$ cat config.mk
export PLATFORM = sky130hd
export DESIGN_NAME = req_state_seq_flat
export DESIGN_NICKNAME = d
export VERILOG_FILES = /design/src/rtl/req_state_seq_if.sv /design/src/rtl/req_state_seq.sv /design/src/flat_wrapper.sv
export SDC_FILE = /design/constraint.sdc
export NUM_CORES = 1
export LEC_CHECK = 0
export ABC_AREA = 1
export BUFFER_PORTS_ARGS = -buffer_cell sky130_fd_sc_hd__buf_2
export CORE_MARGIN = 2
export CORE_UTILIZATION = 55
export DETAILED_ROUTE_END_ITERATION = 8
export GPL_TIMING_DRIVEN = 0
export PLACE_DENSITY = 0.81
export SYNTH_ARGS = -nofsm -noshare
export SYNTH_HDL_FRONTEND = slang
export SYNTH_SLANG_ARGS = --single-unit
$ cat constraint.sdc
create_clock -name clk_i -period 3.95 [get_ports clk_i]
set_clock_uncertainty 0.05 [all_clocks]
set_input_delay 0.395 -clock clk_i [delete_from_list [all_inputs] [get_ports clk_i]]
set_output_delay 0.395 -clock clk_i [all_outputs]
set_load 0.02 [all_outputs]
$ cat src/rtl/req_state_seq_if.sv
// +--------------------------------------------------------------------------+
// | req_state_seq_if : handshake bundle between requester and sequencer      |
// | Rev 1.0                                                                  |
// +--------------------------------------------------------------------------+
`default_nettype none

interface req_state_seq_if;
    logic       start_i;
    logic       ack_i;
    logic       abort_i;
    logic [1:0] state_o;
    logic       req_o;
    logic       timeout_o;
    logic [7:0] done_cnt_o;

    modport master (
        output start_i, ack_i, abort_i,
        input  state_o, req_o, timeout_o, done_cnt_o
    );

    modport slave (
        input  start_i, ack_i, abort_i,
        output state_o, req_o, timeout_o, done_cnt_o
    );
endinterface

`default_nettype wire

$ cat src/rtl/req_state_seq.sv
// +--------------------------------------------------------------------------+
// | req_state_seq : four-phase request/ack sequencer with timeout and abort  |
// | Rev 1.0                                                                  |
// +--------------------------------------------------------------------------+
`default_nettype none

module req_state_seq #(
    parameter int TIMEOUT = 8
) (
    input  wire              clk_i,
    input  wire              rst_i,
    req_state_seq_if.slave   bus
);

    localparam int CNT_W = $clog2(TIMEOUT);
    localparam logic [CNT_W-1:0] LAST_CNT = CNT_W'(TIMEOUT - 1);

    typedef enum logic [1:0] {
        IDLE = 2'd0,
        REQ  = 2'd1,
        ACK  = 2'd2,
        DONE = 2'd3
    } state_t;

    state_t           state;
    logic [CNT_W-1:0] wait_cnt;
    logic             timeout;
    logic [7:0]       done_cnt;

    always_ff @(posedge clk_i) begin
        if (rst_i) begin
            state    <= IDLE;
            wait_cnt <= '0;
            timeout  <= 1'b0;
            done_cnt <= 8'd0;
        end else begin
            timeout <= 1'b0;
            unique case (state)
                IDLE: begin
                    if (bus.start_i && !bus.abort_i) begin
                        state    <= REQ;
                        wait_cnt <= '0;
                    end
                end
                REQ: begin
                    // abort beats ack, ack beats the timeout on the same edge
                    if (bus.abort_i) begin
                        state <= IDLE;
                    end else if (bus.ack_i) begin
                        state <= ACK;
                    end else if (wait_cnt == LAST_CNT) begin
                        state   <= IDLE;
                        timeout <= 1'b1;
                    end else begin
                        wait_cnt <= wait_cnt + CNT_W'(1);
                    end
                end
                ACK: begin
                    if (bus.abort_i) begin
                        state <= IDLE;
                    end else if (!bus.ack_i) begin
                        state <= DONE;
                    end
                end
                DONE: begin
                    state <= IDLE;
                    if (done_cnt != 8'hFF) begin
                        done_cnt <= done_cnt + 8'd1;
                    end
                end
            endcase
        end
    end

    assign bus.state_o    = state;
    assign bus.req_o      = (state == REQ);
    assign bus.timeout_o  = timeout;
    assign bus.done_cnt_o = done_cnt;

endmodule

`default_nettype wire

$ cat src/flat_wrapper.sv
// flat-port wrapper written by rule: the top's interface ports become plain ports
module req_state_seq_flat 
#(
    parameter int TIMEOUT = 8
)
  (clk_i, rst_i, bus_start_i, bus_ack_i, bus_abort_i, bus_state_o, bus_req_o, bus_timeout_o, bus_done_cnt_o);
  req_state_seq_if bus_i ();
  input  wire clk_i;
  input  wire rst_i;
  input wire logic [$bits(bus_i.start_i)-1:0] bus_start_i;
  input wire logic [$bits(bus_i.ack_i)-1:0] bus_ack_i;
  input wire logic [$bits(bus_i.abort_i)-1:0] bus_abort_i;
  output wire logic [$bits(bus_i.state_o)-1:0] bus_state_o;
  output wire logic [$bits(bus_i.req_o)-1:0] bus_req_o;
  output wire logic [$bits(bus_i.timeout_o)-1:0] bus_timeout_o;
  output wire logic [$bits(bus_i.done_cnt_o)-1:0] bus_done_cnt_o;
  assign bus_i.start_i = bus_start_i;
  assign bus_i.ack_i = bus_ack_i;
  assign bus_i.abort_i = bus_abort_i;
  assign bus_state_o = bus_i.state_o;
  assign bus_req_o = bus_i.req_o;
  assign bus_timeout_o = bus_i.timeout_o;
  assign bus_done_cnt_o = bus_i.done_cnt_o;
  req_state_seq #(.TIMEOUT(TIMEOUT)) u_core (.clk_i(clk_i), .rst_i(rst_i), .bus(bus_i));
endmodule
==> results of run 1 <==
-- metal layers --
metal	global-route usage (%)	up-vias	part of all wire, %
met5	0	-	0
met4	3.87	0	1.1
met3	3.91	2	3.5
met2	27.8	11	44
met1	26.1	333	51
li1	-	410	-
-- final cells by class --
cell class / count / area, µm²
repair buffers: 16 / 80.1
clock buffers: 4 / 36.3
inverters: 16 / 60.1
fillers: 132 / 399
well taps: 15 / 18.8
plain buffers: 1 / 11.3
flip-flops and latches: 14 / 280
multi-input cells: 86 / 432
-- worst paths after layout --
path                                  from                        to  slack (ns)  depth (start not counted)
setup / recovery     u_core.bus.state_o[0]                 bus_req_o        2.39                          3
hold / removal                       rst_i        u_core.wait_cnt[0]        0.32                          2
setup reg to reg  u_core.bus.done_cnt_o[0]  u_core.bus.done_cnt_o[4]        2.55                          7
hold reg to reg   u_core.bus.done_cnt_o[1]  u_core.bus.done_cnt_o[1]        0.46                          2
-- kinds of logic (layout without fill, tap and decap cells) --
| group | count (synthesis) | count (layout) | share of synthesized area, % |
|---|---|---|---|
| adders and majority gates | 3 | 3 | 4.79 |
| buffers and inverters | 17 | 37 | 9.11 |
| AOI/OAI and AO/OA | 10 | 10 | 7.35 |
| DFF | 14 | 14 | 35.8 |
| and+or+nand+nor | 73 | 73 | 43.0 |
-- critical path, delay by kind of cell (launching register included) --
kind / cells / cell delay [ns]
DFF: 1 / 0.42
buffers and inverters: 2 / 0.27
and+or+nand+nor: 1 / 0.16
-- power groups by stage --
stage	clock [mW]	sequential (mW)	combinational [mW]
after floorplan	0	0.152	0.0206
after global placement	0	0.151	0.0299
after detailed placement	0	0.151	0.0311
after CTS	0.104	0.147	0.0312
after global routing	0.113	0.148	0.0353
final	0.102	0.147	0.0310
-- cell usage in the layout (no fill, tap or decap), drive strengths merged --
master   n
clkbuf   4
a21oi    6
nor3     3
o21ai    1
buf     17
nand3b   2
clkinv   1
nand2   31
a21boi   2
nand3   13
a22oi    1
inv     15
ha       3
nor2    23
dfxtp   14
nand4    1
-- per-stage QoR --
| stage | hold slack (ns) | instance area, µm² | util, % | setup slack (ns) |
|---|---|---|---|---|
| after CTS | 0.318 | 918 | 69.7 | 2.38 |
| final | 0.316 | 918 | 69.7 | 2.39 |
| after detailed placement | 0.451 | 882 | 67.0 | 2.56 |
| after floorplan | 0.414 | 783 | - | 2.50 |
| after global placement | 0.435 | 882 | 67.0 | 2.58 |
| after global routing | 0.317 | 918 | 69.7 | 2.27 |
-- sequential cells by signal, summed over array words and instances (netlist names) --
register / flops
u_core.bus.done_cnt_o: 8
u_core.bus.state_o: 2
u_core.bus.timeout_o: 1
u_core.wait_cnt: 3
==> qor.csv, run 1 <==
stage,metric,value,unit
cts,clk_pin_slew,0.09,ns
yosys,synthCells,117,
routing,drt_iter0_drc,17,
routing,wl,1.48,mm
yosys,synthTopCellsByArea,"dfxtp_1 36%, nand2_1 14%, nor2_1 9.6%",
cts,root_buffer,clkbuf_4,
yosys,post-synth-top-area-fraction,35.8,%
timing,fin_setup_tns,0,ns
pwr,ir_drop,296,µV
cts,clock-sinks,14,
timing,final_hold_viol_count,0,
yosys,ys_warn_count,0,
grt,grt_max_degree,11,
grt,antenna_found_initial,0,
timing,rsz0062_at_grt,no,
cts,cts.repair.resized,0,
cts,htreeDepth,1,
status,status,completed,
pwr,power_frac_comb,11.1,%
routing,drc,0,
pwr,clkPwrFrac,36.3,%
cts,tritoncts.num_buffers,3,
pwr,switching_share,24.4,%
timing,relSlewSlack,83.0,%
layout,layoutNonFillerInstCount,152,
yosys,synth_area,783,µm²
cts,cts_setup_buffers,0,
routing,detail-route-antenna-nets,0,
worst_setup_path,endpoint_kind,output port,
yosys,ys_seq_elements,14,
layout,area_delta_synth_final,17.3,%
cts,cts_tree,done,
yosys,yosysSeqAreaShare,35.8,%
pwr,switching_power,0.0682,mW
placed_design,placed_cells,148,
yosys,yosysUniqueCellTypes,21,
floorplan,fp.dieW,41.7,µm
yosys,synth_flop_cell,dfxtp_1,
floorplan,dieArea,1740,µm²
pwr,total_power,0.280,mW
pwr,internal_power,0.212,mW
worst_setup_path,start_kind,flip-flop,
routing,vias,756,
yosys,synth_area_leader_cell,dfxtp_1,
pwr,power.share.sequential,52.7,%
cts,clock_path_buffers,2,
timing,slew_viol_final,0,
worst_setup_path,cp.arrival,1.12,ns
worst_setup_path,cp_cell_sequence,inv_2 -> nor2_4 -> buf_2,
pwr,p_per_area,305,nW/µm²
placed_design,port_buffers,16,
timing,fmax,640,MHz
timing,worstMarginPinSlew,0.254,ns
timing,setup_viol,0,
worst_setup_path,critical-path-max-stage-delay,0.42,ns
yosys,yosysMostFrequentCell,nand2_1,
worst_hold_path,hp-class,in -> reg,
worst_setup_path,critPathSlowestCell,dfxtp_1,
routing,dr.pass1.iters,4,
floorplan,fp-row-count,13,
routing,post_drt_wl_per_cell,9.76,µm
timing,fin_crit_sh,39.6,%
floorplan,coreArea,1320,µm²
yosys,synth_common_cells,"29 x nand2_1, 20 x nor2_1, 14 x dfxtp_1",
grt,grt_util_all_layers,18.2,%
yosys,synth_edf_count,0,
yosys,synthArstFlopShare,0,%
job,maxCapViolCount,0,
yosys,synth_nets,125,
placed_design,gp_congestion,0.737,
timing,period_needed,1.56,ns
cts,postCtsHoldBufs,0,
placed_design,detailed_place_hpwl,1.16,mm
floorplan,die_h,41.7,µm
worst_setup_path,cp.required,3.50,ns
cts,insertion_delay,0.27,ns
floorplan,ioPinCount,17,
layout,num-nets-final,146,
routing,vias_per_cell,4.97,
grt,grt_pass1_wl,2.52,mm
worst_setup_path,worstPathMaxFanout,7,
grt,grt_overflow,0,
layout,drive_gt1_share,21.9,%
pwr,leakagePower,0.440,nW
layout,antenna_cells,0,
yosys,syn_area_per_cell,6.69,µm²
grt,grt_pass1_vias,606,
floorplan,start_util,59.4,%
worst_setup_path,path_class,reg -> out,
(Power assumes the default switching activity.)
==> run 2, diff against run 1 <==
--- a/config.mk
+++ b/config.mk
@@ -8,10 +8,10 @@
 export ABC_AREA = 1
 export BUFFER_PORTS_ARGS = -buffer_cell sky130_fd_sc_hd__buf_2
 export CORE_MARGIN = 2
-export CORE_UTILIZATION = 55
+export CORE_UTILIZATION = 51
 export DETAILED_ROUTE_END_ITERATION = 8
 export GPL_TIMING_DRIVEN = 0
-export PLACE_DENSITY = 0.81
+export PLACE_DENSITY = 0.76
 export SYNTH_ARGS = -nofsm -noshare
 export SYNTH_HDL_FRONTEND = slang
 export SYNTH_SLANG_ARGS = --single-unit
==> constraint.sdc (replaced) <==
create_clock -name clk_i -period 1.5 [get_ports clk_i]
set_clock_uncertainty 0.05 [all_clocks]
set_input_delay 0.15 -clock clk_i [delete_from_list [all_inputs] [get_ports clk_i]]
set_output_delay 0.15 -clock clk_i [all_outputs]
set_load 0.02 [all_outputs]
==> qor.csv, run 2 (synthesis gave the netlist of run 1 again) <==
stage,metric,value,unit,change
timing,worst_hold_slack,0.0559,ns,-0.260 ns
worst_hold_path,whs_path_depth,2,,unchanged
timing,slew_viol_final,0,,unchanged
grt,antenna_found_initial,0,,unchanged
worst_setup_path,critPathSlowestCell,dfxtp_2,,
layout,largest_reg_flops,8,,unchanged
cts,cts_setup_buffers,0,,unchanged
routing,dr.pass1.iters,4,,unchanged
layout,final_cell_mix,"29 x nand2_1, 20 x nor2_1, 16 x buf_2",,
pwr,leakagePower,0.441,nW,+0.23%
worst_setup_path,cp.arrival,1.50,ns,+0.38 ns
layout,final_common_cell,nand2_1,,
grt,grt_pass1_vias,636,,+5.0%
cts,clock-sinks,14,,unchanged
placed_design,dp_slack,0.0751,ns,-2.49 ns
timing,fin_ws,0.131,ns,-2.26 ns
routing,drc,0,,unchanged
floorplan,fp.dieW,43.2,µm,+3.5%
floorplan,fp-row-count,14,,+1
layout,layoutNonFillerInstCount,153,,+0.66%
grt,grt_util_all_layers,19.2,%,+1.1 points
placed_design,detailed_place_hpwl,1.14,mm,-2.0%
worst_setup_path,endpoint_kind,flip-flop,,
pwr,ir_drop,510,µV,+72%
status,status,completed,,
pwr,total_power,0.740,mW,+160%
job,maxCapViolCount,0,,unchanged
placed_design,gp_congestion,0.796,,+8.0%
layout,area_delta_synth_final,17.7,%,
routing,vias_per_cell,4.78,,-3.8%
layout,fin_util,62.7,%,-7.0 points
floorplan,dieArea,1870,µm²,+7.1%
pwr,p_per_area,803,nW/µm²,+160%
worst_hold_path,hp-class,in -> reg,,
routing,detail-route-antenna-nets,0,,unchanged
timing,rsz0062_at_grt,no,,
timing,fin_crit_sh,91.3,%,
worst_setup_path,path_class,reg -> reg,,
timing,worstMarginPinSlew,0.245,ns,-0.00882 ns
layout,antenna_cells,0,,unchanged
routing,post_drt_wl_per_cell,9.66,µm,-0.99%
placed_design,placed_area,883,µm²,+0.14%
worst_setup_path,cp.required,1.63,ns,-1.87 ns
timing,final_hold_viol_count,0,,unchanged
cts,htreeDepth,1,,unchanged
cts,cts_tree,done,,
floorplan,start_util,53.2,%,-6.2 points
cts,clk_pin_slew,0.08,ns,about the same
cts,root_buffer,clkbuf_4,,
cts,insertion_delay,0.28,ns,about the same
timing,fmax,730,MHz,
layout,design_area,922,µm²,+0.41%
routing,vias,732,,-3.2%
layout,drive_gt1_share,23.4,%,+1.5 points
cts,clock_path_buffers,2,,unchanged
worst_setup_path,cp_cell_sequence,ha_1 -> nand2_1 -> nor2_1 -> nand2_2 -> buf_6 -> a21oi_1 -> nor2_1,,
timing,relSlewSlack,83.6,%,+0.59 points
grt,grt_max_degree,11,,unchanged
cts,tritoncts.num_buffers,3,,unchanged
routing,drt_iter0_drc,13,,-4
routing,wl,1.48,mm,-0.34%
floorplan,die_h,43.2,µm,+3.5%
layout,num-nets-final,146,,unchanged
placed_design,placed_cells,149,,+0.68%
worst_setup_path,critical-path-max-stage-delay,0.37,ns,-0.05 ns
grt,grt_overflow,0,,unchanged
grt,grt_pass1_wl,2.64,mm,+4.9%
timing,period_needed,1.37,ns,
timing,fin_setup_tns,0,ns,unchanged
timing,setup_viol,0,,unchanged
floorplan,ioPinCount,17,,unchanged
worst_setup_path,worstPathMaxFanout,10,,+3
placed_design,port_buffers,16,,unchanged
worst_setup_path,crit_top_cell,nor2_1,,
worst_setup_path,r2r_cells,7,,unchanged
worst_setup_path,start_kind,flip-flop,,
floorplan,coreArea,1470,µm²,+12%
-- run 2: cell counts in the layout (fill, tap and decap cells not counted) --
No cell type changed its count.
-- run 2: path summary, 6_finish.rpt --
kind,start,to,slack [ns]
max,u_core.bus.done_cnt_o[0],u_core.bus.done_cnt_o[4],0.13
min,rst_i,u_core.bus.done_cnt_o[1],0.06
max reg2reg,u_core.bus.done_cnt_o[0],u_core.bus.done_cnt_o[4],0.13
min reg2reg,u_core.bus.done_cnt_o[1],u_core.bus.done_cnt_o[1],0.45
-- run 2: worst max-delay path, delay by kind of cell (launching register included) --
family / cells / cell delay, ns
buf+inv: 1 / 0.14
compound gates: 1 / 0.14
simple gates: 4 / 0.38
fa+ha+maj: 1 / 0.18
flops: 1 / 0.37
-- run 2: layer usage --
| layer | up-vias | GRT usage (%) | routed length (µm) |
|---|---|---|---|
| li1 | 413 | - | - |
| met1 | 308 | 25.5 | 761 |
| met2 | 7 | 27.8 | 636 |
| met3 | 4 | 5.11 | 42 |
| met4 | 0 | 10.9 | 37 |
| met5 | - | 0 | 0 |
-- run 2: final cells by class --
type	count	area, µm²
Clock buffer	4	36.3
Inverter	16	60.1
Tap cell	16	20.0
Multi-Input combinational cell	86	432
Sequential cell	14	283
Timing Repair Buffer	16	80.1
Fill cell	149	549
Buffer	1	11.3
-- run 2: where the power goes --
part           switching [mW]  internal [mW]
sequential            0.00786          0.380
combinational          0.0502         0.0300
clock                   0.124          0.148
-- run 2: what timing repair did --
item / 4_1_cts / 5_1_grt
hold buffers: 0 / 0
endpoints found under the setup margin: 0 / 6
gates resized for setup: 0 / 2
